`src/rtl/cpu_sequencer.sv`:
```
// Multi-cycle fetch/decode/execute sequencer for the 8-bit CPU.
// Owns pc, a 4x8 register file and the carry flag, and drives RAM, ALU and Cond.
module cpu_sequencer #(
  parameter logic [7:0] RESET_PC = 8'h00
) (
  input  logic       clk,
  input  logic       reset,
  input  logic [7:0] ram_value,
  output logic       ram_load,
  output logic       ram_save,
  output logic [7:0] ram_addr,
  output logic [7:0] ram_data,
  output logic [7:0] alu_a,
  output logic [7:0] alu_b,
  output logic [2:0] alu_op,
  input  logic [7:0] alu_out,
  input  logic       alu_carry,
  input  logic       alu_panic,
  output logic [7:0] cond_a,
  output logic [2:0] cond_op,
  input  logic       cond_out,
  output logic [7:0] pc,
  output logic       carry,
  output logic       halted,
  output logic [2:0] dbg_state
);

  typedef enum logic [2:0] {
    S_FETCH   = 3'd0,
    S_DECODE  = 3'd1,
    S_OPERAND = 3'd2,
    S_MEMRD   = 3'd3,
    S_HALT    = 3'd4
  } state_t;

  // Instruction class field ir[6:5] for two-byte instructions.
  localparam logic [1:0] CLS_LDI = 2'b00;
  localparam logic [1:0] CLS_LD  = 2'b01;
  localparam logic [1:0] CLS_ST  = 2'b10;
  localparam logic [1:0] CLS_JMP = 2'b11;

  state_t      state_q, state_d;
  logic [7:0]  pc_q, pc_d;
  logic [6:0]  ir_q, ir_d;
  logic [7:0]  regs [4];
  logic        carry_q;

  logic        reg_we;
  logic [1:0]  reg_wa;
  logic [7:0]  reg_wd;
  logic        carry_we;
  logic        carry_d;
  logic        load_c;
  logic        save_c;

  always_ff @(posedge clk or posedge reset) begin
    if (reset) begin
      state_q <= S_FETCH;
      pc_q    <= RESET_PC;
      ir_q    <= 7'h00;
      carry_q <= 1'b0;
      for (int i = 0; i < 4; i++) regs[i] <= 8'h00;
    end else begin
      state_q <= state_d;
      pc_q    <= pc_d;
      ir_q    <= ir_d;
      if (reg_we)   regs[reg_wa] <= reg_wd;
      if (carry_we) carry_q      <= carry_d;
    end
  end

  always_comb begin
    state_d  = state_q;
    pc_d     = pc_q;
    ir_d     = ir_q;
    reg_we   = 1'b0;
    reg_wa   = ir_q[1:0];
    reg_wd   = ram_value;
    carry_we = 1'b0;
    carry_d  = alu_carry;
    load_c   = 1'b0;
    save_c   = 1'b0;
    ram_addr = pc_q;
    ram_data = 8'h00;
    // ALU operands come straight from the instruction byte on the RAM bus.
    alu_op   = ram_value[6:4];
    alu_a    = regs[ram_value[3:2]];
    alu_b    = regs[ram_value[1:0]];
    cond_op  = ir_q[4:2];
    cond_a   = regs[ir_q[1:0]];

    case (state_q)
      S_FETCH: begin
        load_c  = 1'b1;
        state_d = S_DECODE;
      end
      S_DECODE: begin
        if (!ram_value[7]) begin
          if (alu_panic) begin
            state_d = S_HALT;
          end else begin
            reg_we   = 1'b1;
            reg_wa   = ram_value[3:2];
            reg_wd   = alu_out;
            carry_we = 1'b1;
            pc_d     = pc_q + 8'd1;
            state_d  = S_FETCH;
          end
        end else begin
          ir_d     = ram_value[6:0];
          load_c   = 1'b1;
          ram_addr = pc_q + 8'd1;
          state_d  = S_OPERAND;
        end
      end
      S_OPERAND: begin
        case (ir_q[6:5])
          CLS_LDI: begin
            reg_we  = 1'b1;
            pc_d    = pc_q + 8'd2;
            state_d = S_FETCH;
          end
          CLS_ST: begin
            save_c   = 1'b1;
            ram_addr = ram_value;
            ram_data = regs[ir_q[1:0]];
            pc_d     = pc_q + 8'd2;
            state_d  = S_FETCH;
          end
          CLS_JMP: begin
            pc_d    = cond_out ? ram_value : pc_q + 8'd2;
            state_d = S_FETCH;
          end
          CLS_LD: begin
            load_c   = 1'b1;
            ram_addr = ram_value;
            state_d  = S_MEMRD;
          end
          default: state_d = S_FETCH;
        endcase
      end
      S_MEMRD: begin
        reg_we  = 1'b1;
        pc_d    = pc_q + 8'd2;
        state_d = S_FETCH;
      end
      S_HALT: state_d = S_HALT;
      default: state_d = S_FETCH;
    endcase
  end

  // RAM strobes are single-cycle commands with no back-pressure; gating them
  // with reset keeps an aborted instruction from touching memory.
  assign ram_load  = load_c & ~reset;
  assign ram_save  = save_c & ~reset;
  assign pc        = pc_q;
  assign carry     = carry_q;
  assign halted    = (state_q == S_HALT);
  assign dbg_state = state_q;

endmodule
```
`config.mk`:
```
export PLATFORM = sky130hd
export DESIGN_NAME = cpu_sequencer
export DESIGN_NICKNAME = d
export VERILOG_FILES = /design/src/rtl/cpu_sequencer.sv
export SDC_FILE = /design/constraint.sdc
export NUM_CORES = 1
export LEC_CHECK = 0
export BUFFER_PORTS_ARGS = -buffer_cell sky130_fd_sc_hd__buf_2
export CAP_MARGIN = 10
export CORE_MARGIN = 3
export CORE_UTILIZATION = 50
export CTS_BUF_LIST = sky130_fd_sc_hd__clkbuf_4
export CTS_CLUSTER_SIZE = 8
export DETAILED_ROUTE_END_ITERATION = 7
export HOLD_SLACK_MARGIN = 0.08
export PLACE_DENSITY = 0.75
export REMOVE_ABC_BUFFERS = 1
export SETUP_SLACK_MARGIN = 0.4
export SKIP_LAST_GASP = 1
export SLEW_MARGIN = 15
export SYNTH_ARGS = -nofsm -noshare
export SYNTH_HDL_FRONTEND = slang
export SYNTH_SLANG_ARGS = --single-unit
```
`constraint.sdc`:
```
create_clock -name clk -period 5.9 [get_ports clk]
set_clock_uncertainty 0.2 [all_clocks]
set_input_delay 0.885 -clock clk [delete_from_list [all_inputs] [get_ports clk]]
set_output_delay 0.885 -clock clk [all_outputs]
set_load 0.05 [all_outputs]
```
==> impl_metrics.csv <==
group,metric,value,unit
status,outcome,"finished clean",
global_routing,grt_max_degree,44,
yosys,ys_top_cells_by_area,"dfrtp_1 36%, mux4_2 15%, mux2_2 13%",
detailed_routing,drt_pre_antenna_iters,4,
clock_tree,cts_buffers,5,
clock_tree,clock-sinks,51,
detailed_routing,post_drt_wl_per_cell,19.30,um
setup_path,path_buf_inv,2,
cells_and_area,mostFrequentLayoutCell,"buf_2",
yosys,synthArstFlopShare,100.0,%
global_routing,grt_pass1_vias,2817,
setup_path,worst-path-max-fanout,6,
setup_path,cp_data_required_time,4820,ps
die,start_util,53.39,%
cells_and_area,drive_gt1_share,42.82,%
sta,hold_viol,0,
die,rows,29,
clock_tree,insertion_delay,380,ps
setup_path,ff2ff_path_depth,4,
clock_tree,htreeDepth,2,
sta,rsz0062_at_grt,"false",
setup_path,path_cells,"inv_1, ha_1, and3b_1, o21ai_0, o21ai_0, o311ai_0, buf_2",
die,die_h,89.98,um
detailed_routing,ant_nets,0,
sta,fin_crit_sh,62.57,%
clock_tree,cts_root_buffer,"clkbuf_4",
clock_tree,post_cts.repair.setup_buffers,0,
clock_tree,cts_tree,"yes",
yosys,synth_top_cell_by_area,"dfrtp_1",
setup_path,start_kind,"flop",
clock_tree,clockBufferDepth,2,
die,die-area,0.008096,mm2
setup_path,r2r-end,"regs[28]",
sta,fin_crit,3692,ps
yosys,yosys.area.top_type_share,36.20,%
yosys,synth.distinct_cells,52,
sta,max_slew_margin,26.01,%
die,die_w,89.98,um
yosys,syn_area,0.003526,mm2
setup_path,ff2ff_setup_slack,3010,ps
sta,maxSlewViolCount,0,
detailed_routing,drc_errors,0,
die,core_area,0.006604,mm2
setup_path,slowest_delay,590,ps
global_routing,antenna_found_initial,0,
setup_path,cp_slowest_cell,"o21ai_0",
cells_and_area,area_delta_synth_final,14.02,%
yosys,synthFlopType,"dfrtp_1",
placed_design,place_hpwl,6.415,mm
setup_path,crit_path_frequent_cell,"o21ai_0",
setup_path,end_kind,"primary output",
global_routing,overflow,0,
setup_path,path_class,"reg -> out",
die,ios,82,
clock_tree,ctsResizeCount,0,
global_routing,grt_pass1_wl,14.92,mm
min_path,hp-class,"in -> async",
cells_and_area,nets,410,
clock_tree,clk_pin_slew,160,ps
detailed_routing,post_drt_via_cell_ratio,6.084,
sta,timing.fmax,270.9,MHz
detailed_routing,drtIter0Drc,194,
yosys,ys_warn_count,0,
cells_and_area,layout_common_cells,"81 x buf_2, 51 x dfrtp_1, 41 x mux2_2",
cells_and_area,final_core_util,60.88,%
setup_path,critical_path.top_delay_family,"compound AO/OA/AOI/OAI gates",
setup_path,r2r-start,"dbg_state[2]",
yosys,ys_ff_latch,51,
sta,worst_pin_slew,1108,ps
yosys,syn_inst,322,
yosys,synth-edff-count,0,
sta,whs,218.2,ps
yosys,yosysSeqAreaShare,36.20,%
setup_path,cp.arrival,2610,ps
sta,setup_viol_count_final,0,
sta,tns,0,ps
clock_tree,cts_hold_buffers,0,
job,maxCapViolations,0,
yosys,synth_area_per_cell,10.95,um2
global_routing,grt_usage,22.91,%
cells_and_area,antennaDiodeCount,0,
detailed_routing,drt-total-wl,9.189,mm
placed_design,port-buffer-count,81,
detailed_routing,routed-via-count,2896,
placed_design,gp_congestion,0.9038,
==> per-stage QoR <==
step                area, um2  worst slack [ps]  std cells
floorplan                3388              1633        292
global placement         3931              2070        468
detailed placement       3931              2032        468
CTS                      4011              2026        476
global route             4020              1953        476
finish                   4020              2208        476
==> layout make-up <==
| type | instances | area, um2 |
|---|---|---|
| fillers | 595 | 2584 |
| multi-input cells | 234 | 2101 |
| flip-flops and latches | 51 | 1276 |
| repair buffers | 83 | 420.4 |
| well taps | 93 | 116.4 |
| clock inverters | 3 | 42.54 |
| clock buffers | 5 | 37.54 |
| inverters | 7 | 26.28 |
==> flip-flops by register name, indices dropped and copies added (netlist names) <==
name,flops
ir_q,7
regs,32
dbg_state,3
carry,1
pc,8
==> cell families (layout without fill, tap and decap cells) <==
group | Yosys count | count (layout) | synth area share [%]
and+or+nand+nor | 101 | 101 | 15.47
muxes | 68 | 68 | 29.28
AOI/OAI and AO/OA | 56 | 56 | 11.43
DFF | 51 | 51 | 36.20
buffers and inverters | 37 | 98 | 4.649
adders and majority gates | 7 | 7 | 2.484
xor gates and xnor gates | 2 | 2 | 0.4969
==> synth_stat cells, types with 2 or more instances <==
cell type	instances
nand3b_1	2
a21oi_1	5
and3_1	13
ha_1	7
a2bb2oi_1	2
a211oi_2	3
buf_1	5
buf_2	2
nor2_1	8
nor3b_1	4
nor2b_1	4
nand4b_1	3
nand2_1	38
mux4_2	24
dfrtp_1	51
o22ai_1	4
o221ai_1	2
nor3_1	5
o211ai_1	7
mux2i_1	3
clkbuf_1	17
nand2b_1	2
o21ai_0	16
inv_1	7
o31ai_1	2
and4_1	2
xnor2_1	2
nand3_1	8
mux2_2	41
and3b_1	3
a31oi_1	4
buf_4	6
==> worst max path at each step <==
stage	startpoint	to	slack, ps	depth (start not counted)
after global routing	ir_q[5]	ram_addr[2]	1950	7
after detailed placement	ram_value[7]	ram_addr[5]	2030	5
after CTS	ram_value[7]	ram_addr[5]	2030	5
after floorplan	dbg_state[0]	ram_addr[3]	1630	2
after global placement	ram_value[7]	ram_addr[5]	2070	5
final	ir_q[5]	ram_addr[3]	2210	7
==> per-layer routing <==
layer	vias to the layer above	part of all wire (%)	track usage, %
met4	0	1.9	7.398
li1	1337	-	-
met1	1441	42	30.99
met5	-	0	0
met3	12	6.1	4.007
met2	106	50	37.78
Power is left out: the tool's default activity adds up to more than one toggle a clock period on the data nets, which glitch-free logic cannot reach.
